**src/rtl/segway_pkg.sv**
```systemverilog
// Shared constants and state types for the Segway authorisation path.
// Holds the UART command bytes, the default bit period and the FSM state encodings.
package segway_pkg;

    localparam int         BAUD_CYCLES = 2604;   // 50 MHz / 19200 baud
    localparam logic [7:0] CMD_GO      = 8'h67;  // 'g'
    localparam logic [7:0] CMD_STOP    = 8'h73;  // 's'

    localparam int BAUD_W = 12;
    localparam int BIT_W  = 4;

    // PWR1 and PWR2 both have bit 0 set, so "powered" is a single flop.
    typedef enum logic [1:0] {
        OFF  = 2'b00,
        PWR1 = 2'b01,
        PWR2 = 2'b11
    } auth_state_t;

    typedef enum logic {
        IDLE = 1'b0,
        RECV = 1'b1
    } rx_state_t;

endpackage

```
**src/rtl/uart_rx.sv**
```systemverilog
// 8N1 UART receiver: double-flop synchroniser, mid-bit sampling, one-byte holding register.
// A frame with a low stop bit is dropped without touching rx_data or rdy.
module uart_rx #(
    parameter int BAUD_CYCLES = segway_pkg::BAUD_CYCLES
) (
    input  logic       clk,
    input  logic       rst_n,
    input  logic       RX,
    input  logic       clr_rdy,
    output logic [7:0] rx_data,
    output logic       rdy
);
    import segway_pkg::rx_state_t, segway_pkg::IDLE, segway_pkg::RECV;
    import segway_pkg::BAUD_W, segway_pkg::BIT_W;

    localparam logic [BAUD_W-1:0] FULL = BAUD_W'(BAUD_CYCLES);
    localparam logic [BAUD_W-1:0] HALF = BAUD_W'(BAUD_CYCLES / 2);

    rx_state_t         state, nxt;
    logic              rx_ff1, rx_sync;
    logic [BAUD_W-1:0] baud_cnt;
    logic [BIT_W-1:0]  bit_cnt;
    logic [7:0]        sr;
    logic              start_det, sample, frame_ok;

    always_ff @(posedge clk or negedge rst_n) begin
        if (!rst_n) state <= IDLE;
        else        state <= nxt;
    end

    // bit_cnt: 0 = start, 1..8 = data, 9 = stop
    always_comb begin
        nxt       = state;
        start_det = 1'b0;
        sample    = 1'b0;
        frame_ok  = 1'b0;
        case (state)
            IDLE: begin
                if (!rx_sync) begin
                    nxt       = RECV;
                    start_det = 1'b1;
                end
            end
            RECV: begin
                if (baud_cnt == BAUD_W'(1)) begin
                    sample = 1'b1;
                    if (bit_cnt == BIT_W'(0) && rx_sync) begin
                        nxt = IDLE;
                    end else if (bit_cnt == BIT_W'(9)) begin
                        nxt      = IDLE;
                        frame_ok = rx_sync;
                    end
                end
            end
            default: nxt = IDLE;
        endcase
    end

    always_ff @(posedge clk or negedge rst_n) begin
        if (!rst_n) begin
            rx_ff1   <= 1'b1;
            rx_sync  <= 1'b1;
            baud_cnt <= '0;
            bit_cnt  <= '0;
            sr       <= 8'h00;
            rx_data  <= 8'h00;
            rdy      <= 1'b0;
        end else begin
            rx_ff1  <= RX;
            rx_sync <= rx_ff1;

            if (start_det) begin
                baud_cnt <= HALF;
                bit_cnt  <= '0;
            end else if (state == RECV) begin
                if (sample) begin
                    baud_cnt <= FULL;
                    bit_cnt  <= bit_cnt + BIT_W'(1);
                end else begin
                    baud_cnt <= baud_cnt - BAUD_W'(1);
                end
            end

            // LSB arrives first, so shifting in at the MSB leaves it at bit 0
            if (sample && bit_cnt >= BIT_W'(1) && bit_cnt <= BIT_W'(8))
                sr <= {rx_sync, sr[7:1]};

            if (frame_ok)
                rx_data <= sr;

            if (clr_rdy || start_det) rdy <= 1'b0;
            else if (frame_ok)        rdy <= 1'b1;
        end
    end

endmodule

```
**src/rtl/auth_blk.sv**
```systemverilog
// Segway power authorisation: UART commands plus rider presence drive an OFF/PWR1/PWR2 FSM.
// Every received byte is consumed in the cycle after rdy rises, whether or not it is acted on.
module auth_blk #(
    parameter int         BAUD_CYCLES = segway_pkg::BAUD_CYCLES,
    parameter logic [7:0] CMD_GO      = segway_pkg::CMD_GO,
    parameter logic [7:0] CMD_STOP    = segway_pkg::CMD_STOP
) (
    input  logic       clk,
    input  logic       rst_n,
    input  logic       RX,
    input  logic       rider_off,
    output logic       pwr_up,
    output logic [7:0] rx_data,
    output logic       rx_rdy
);
    import segway_pkg::auth_state_t, segway_pkg::OFF, segway_pkg::PWR1, segway_pkg::PWR2;

    auth_state_t state, nxt;
    logic        clr_rdy;
    logic        is_go, is_stop;

    uart_rx #(.BAUD_CYCLES(BAUD_CYCLES)) u_rx (
        .clk     (clk),
        .rst_n   (rst_n),
        .RX      (RX),
        .clr_rdy (clr_rdy),
        .rx_data (rx_data),
        .rdy     (rx_rdy)
    );

    assign is_go   = rx_rdy && (rx_data == CMD_GO);
    assign is_stop = rx_rdy && (rx_data == CMD_STOP);

    always_ff @(posedge clk or negedge rst_n) begin
        if (!rst_n) state <= OFF;
        else        state <= nxt;
    end

    always_comb begin
        nxt     = state;
        clr_rdy = rx_rdy;
        case (state)
            OFF:  if (is_go) nxt = PWR1;
            PWR1: if (is_stop) nxt = rider_off ? OFF : PWR2;
            PWR2: begin
                // dismount wins over a late GO
                if (rider_off)  nxt = OFF;
                else if (is_go) nxt = PWR1;
            end
            default: nxt = OFF;
        endcase
    end

    // Equals (state != OFF) under this encoding, taken straight from one flop
    assign pwr_up = state[0];

endmodule

```
**config.mk**
```make
export PLATFORM = sky130hd
export DESIGN_NAME = auth_blk
export DESIGN_NICKNAME = d
export VERILOG_FILES = /design/src/rtl/segway_pkg.sv /design/src/rtl/uart_rx.sv /design/src/rtl/auth_blk.sv
export SDC_FILE = /design/constraint.sdc
export NUM_CORES = 1
export LEC_CHECK = 0
export ABC_AREA = 1
export CAP_MARGIN = 20
export CORE_ASPECT_RATIO = 0.9
export CORE_MARGIN = 4
export CORE_UTILIZATION = 62
export DETAILED_ROUTE_END_ITERATION = 7
export PLACE_DENSITY = 0.88
export SETUP_SLACK_MARGIN = 0.2
export SYNTH_ARGS = -nofsm -noshare
export SYNTH_HDL_FRONTEND = slang
export SYNTH_SLANG_ARGS = --single-unit
```
**constraint.sdc**
```tcl
create_clock -name clk -period 3.2 [get_ports clk]
set_input_delay 0.64 -clock clk [delete_from_list [all_inputs] [get_ports clk]]
set_output_delay 0.64 -clock clk [all_outputs]
set_load 0.02 [all_outputs]
```
==> flow_summary.toml <==
[layout]
layout.nets = 250
syn2layout_area_growth_pct = 12.2
diodes = 0
drive_above_1_share = 0.124
design_area_um2 = 2150
final_common_cell = "nand2_1"
final_cell_mix = "nand2_1, dfrtp_1, inv_1"

[pwr]
p_leak_uw = 0.000998
netSwitchingPower_uw = 179
power_frac_comb = 0.016
powerDensity_nw_per_um2 = 386
swShare = 0.217
p_seq_frac = 0.583
p_int_uw = 649
pwr-share-clk = 0.401
ir_drop_mv = 0.386

[route]
vias = 1480
dr.pass1.iters = 4
ant_nets = 0
wl_per_cell_um = 12.9
via_per_inst = 5.25
drt_iter0_drc = 120
wl_mm = 3.65
route.detailed.drc = 0

[synthesis]
syn_nets = 233
synth_seq_cells = 38
synth.distinct_cells = 29
syn_area_um2 = 1910
synth_seq_area_share = 0.499
netlist_instances = 224
synthFlopType = "dfrtp_1"
synth_area_per_cell_um2 = 8.53
synth-edff-count = 0
yosysWarnings = 0
ys_async_sr_fraction = 1.00

[sta]
slew_headroom = 0.451
worstMarginPinSlew_ns = 0.823
finalCritPeriodShare = 0.635
report.final.slew_viol_count = 0
setup_tns_ns = 0
fin_ws_ns = 1.17
finClkSkew_ns = 0.00840
finalSetupViolCount = 0
fmax_ghz = 0.492
finalHoldViolCount = 0
rsz0062_at_grt = "false"
fin_crit_ns = 2.03

[critical_path]
worst-path-buf-inv = 1
path_class = "reg2out"
startpoint_type = "flip-flop"
crit_family = "buffers and inverters"
cpPeakStageDelay_ns = 0.62
critPathRequiredTime_ns = 2.56
cp.arrival_ns = 1.39
critPathMaxFanout = 4
cp_cell_sequence = "clkdlybuf4s50_1"
cp_slowest_cell = "clkdlybuf4s50_1"
critPathCaptureType = "primary output"

[floorplan]
die-area_um2 = 4040
rows = 18
fp.dieH_um = 60.7
io_pins = 14
start_util = 0.674
die_width_um = 66.5
coreArea_um2 = 2840

[clocking]
ctsHtreeMaxLevel = 2
cts_tree = "built"
cts_buffer_depth = 2
cts_buffers = 5
cts_resized = 0
clockRootBuffer = "clkbuf_4"
clock_latency_ns = 0.36
cts_hold_buf = 0
path_clk_slew_ns = 0.11
cts.sinks = 38
post_cts_buffers = 0

[worst_hold_path]
hp-class = "in2async"

[grt]
grt_pass1_vias = 1417
grt_overflow_total = 0
antenna_found_initial = 0
grt_first_pass_wirelength_mm = 6.19
grt_use_total = 0.209
grt_max_degree = 39

[place]
io_buffers = 13
gp_congestion = 0.934
placed_cell_area_um2 = 2060
hpwl_mm = 2.62
place_ws_ns = 1.44

[status]
status = "finished, final reports clean"

[run]
max_cap_violations = 0
==> worst paths after layout <==
| check | cells after the start | from | end | slack [ns] |
|---|---|---|---|---|
| min in group clk | 0 | u_rx.rx_ff1 | u_rx.rx_sync | 0.37 |
| worst max register to register | 7 | u_rx.baud_cnt[1] | u_rx.sr[0] | 1.41 |
| max in group asynchronous | 1 | rst_n | state[0] | 2.32 |
| worst max-delay path | 1 | u_rx.rx_data[4] | rx_data[4] | 1.17 |
| worst min register to register | 0 | u_rx.rx_ff1 | u_rx.rx_sync | 0.37 |
| worst min-delay path | 1 | rst_n | u_rx.baud_cnt[9] | 0.37 |
==> layer usage <==
layer,vias up,share of wire,global-route usage
li1,748,-,-
met1,687,0.48,0.275
met2,37,0.46,0.330
met3,8,0.050,0.0537
met4,0,0.017,0.0928
met5,-,0,0
==> kinds of logic (layout without fill, tap and decap cells) <==
logic type,count (synthesis),in the layout,synth area share
AO/OA/AOI/OAI,30,30,0.0995
XOR/XNOR,5,5,0.0229
adder cells (fa/ha/maj),5,5,0.0327
buffers and inverters,33,51,0.0713
flip-flops,38,38,0.499
AND/OR/NAND/NOR,113,113,0.275
==> synth_stat cells, types with 2 or more instances <==
cell type,n,area (um^2)
a21oi_1,4,20.0
dfrtp_1,36,901
dfstp_2,2,52.6
ha_1,5,62.6
inv_1,30,113
nand2_1,55,206
nand2_2,4,25.0
nand3_1,15,75.1
nand3b_1,3,22.5
nand4_1,2,12.5
nor2_1,25,93.8
nor2_2,2,12.5
nor2_4,2,22.5
nor3_1,2,10.0
o21ai_0,7,35.0
o21ai_1,7,35.0
o21ai_2,8,70.1
xor2_1,4,35.0
==> per-stage QoR <==
stage / total power (uW) / hold slack, ns / utilization / cells
after CTS: 835 / 0.367 / 0.756 / 282
after global placement: 506 / 0.346 / 0.727 / 274
final: 829 / 0.367 / 0.756 / 282
after floorplan: 494 / 0.344 / - / 224
after global routing: 859 / 0.371 / 0.756 / 282
after detailed placement: 506 / 0.350 / 0.727 / 274
==> area by class of cell <==
class,instances,area [um^2]
fill,209,692
clock buffer,5,37.5
multi-input combinational,153,822
clock inverter,3,45.0
sequential,38,953
timing repair buffer,13,125
inverter,30,113
tap,40,50.0
==> sequential cells by signal (all words and copies together), names as in the netlist, 2 cells and up <==
name	flops
state	2
u_rx.baud_cnt	12
u_rx.bit_cnt	4
u_rx.rx_data	8
u_rx.sr	8
==> power groups by stage <==
| stage | Clock [uW] | Sequential (uW) | Combinational [uW] |
|---|---|---|---|
| 3_3_place_gp | 0 | 492 | 14.0 |
| 3_5_place_dp | 0 | 492 | 14.0 |
| 4_1_cts | 338 | 483 | 14.2 |
| 5_1_grt | 360 | 484 | 15.6 |
| 2_1_floorplan | 0 | 492 | 1.51 |
| 6_report | 332 | 483 | 13.3 |
No activity file was read; power rests on OpenSTA's default activity.
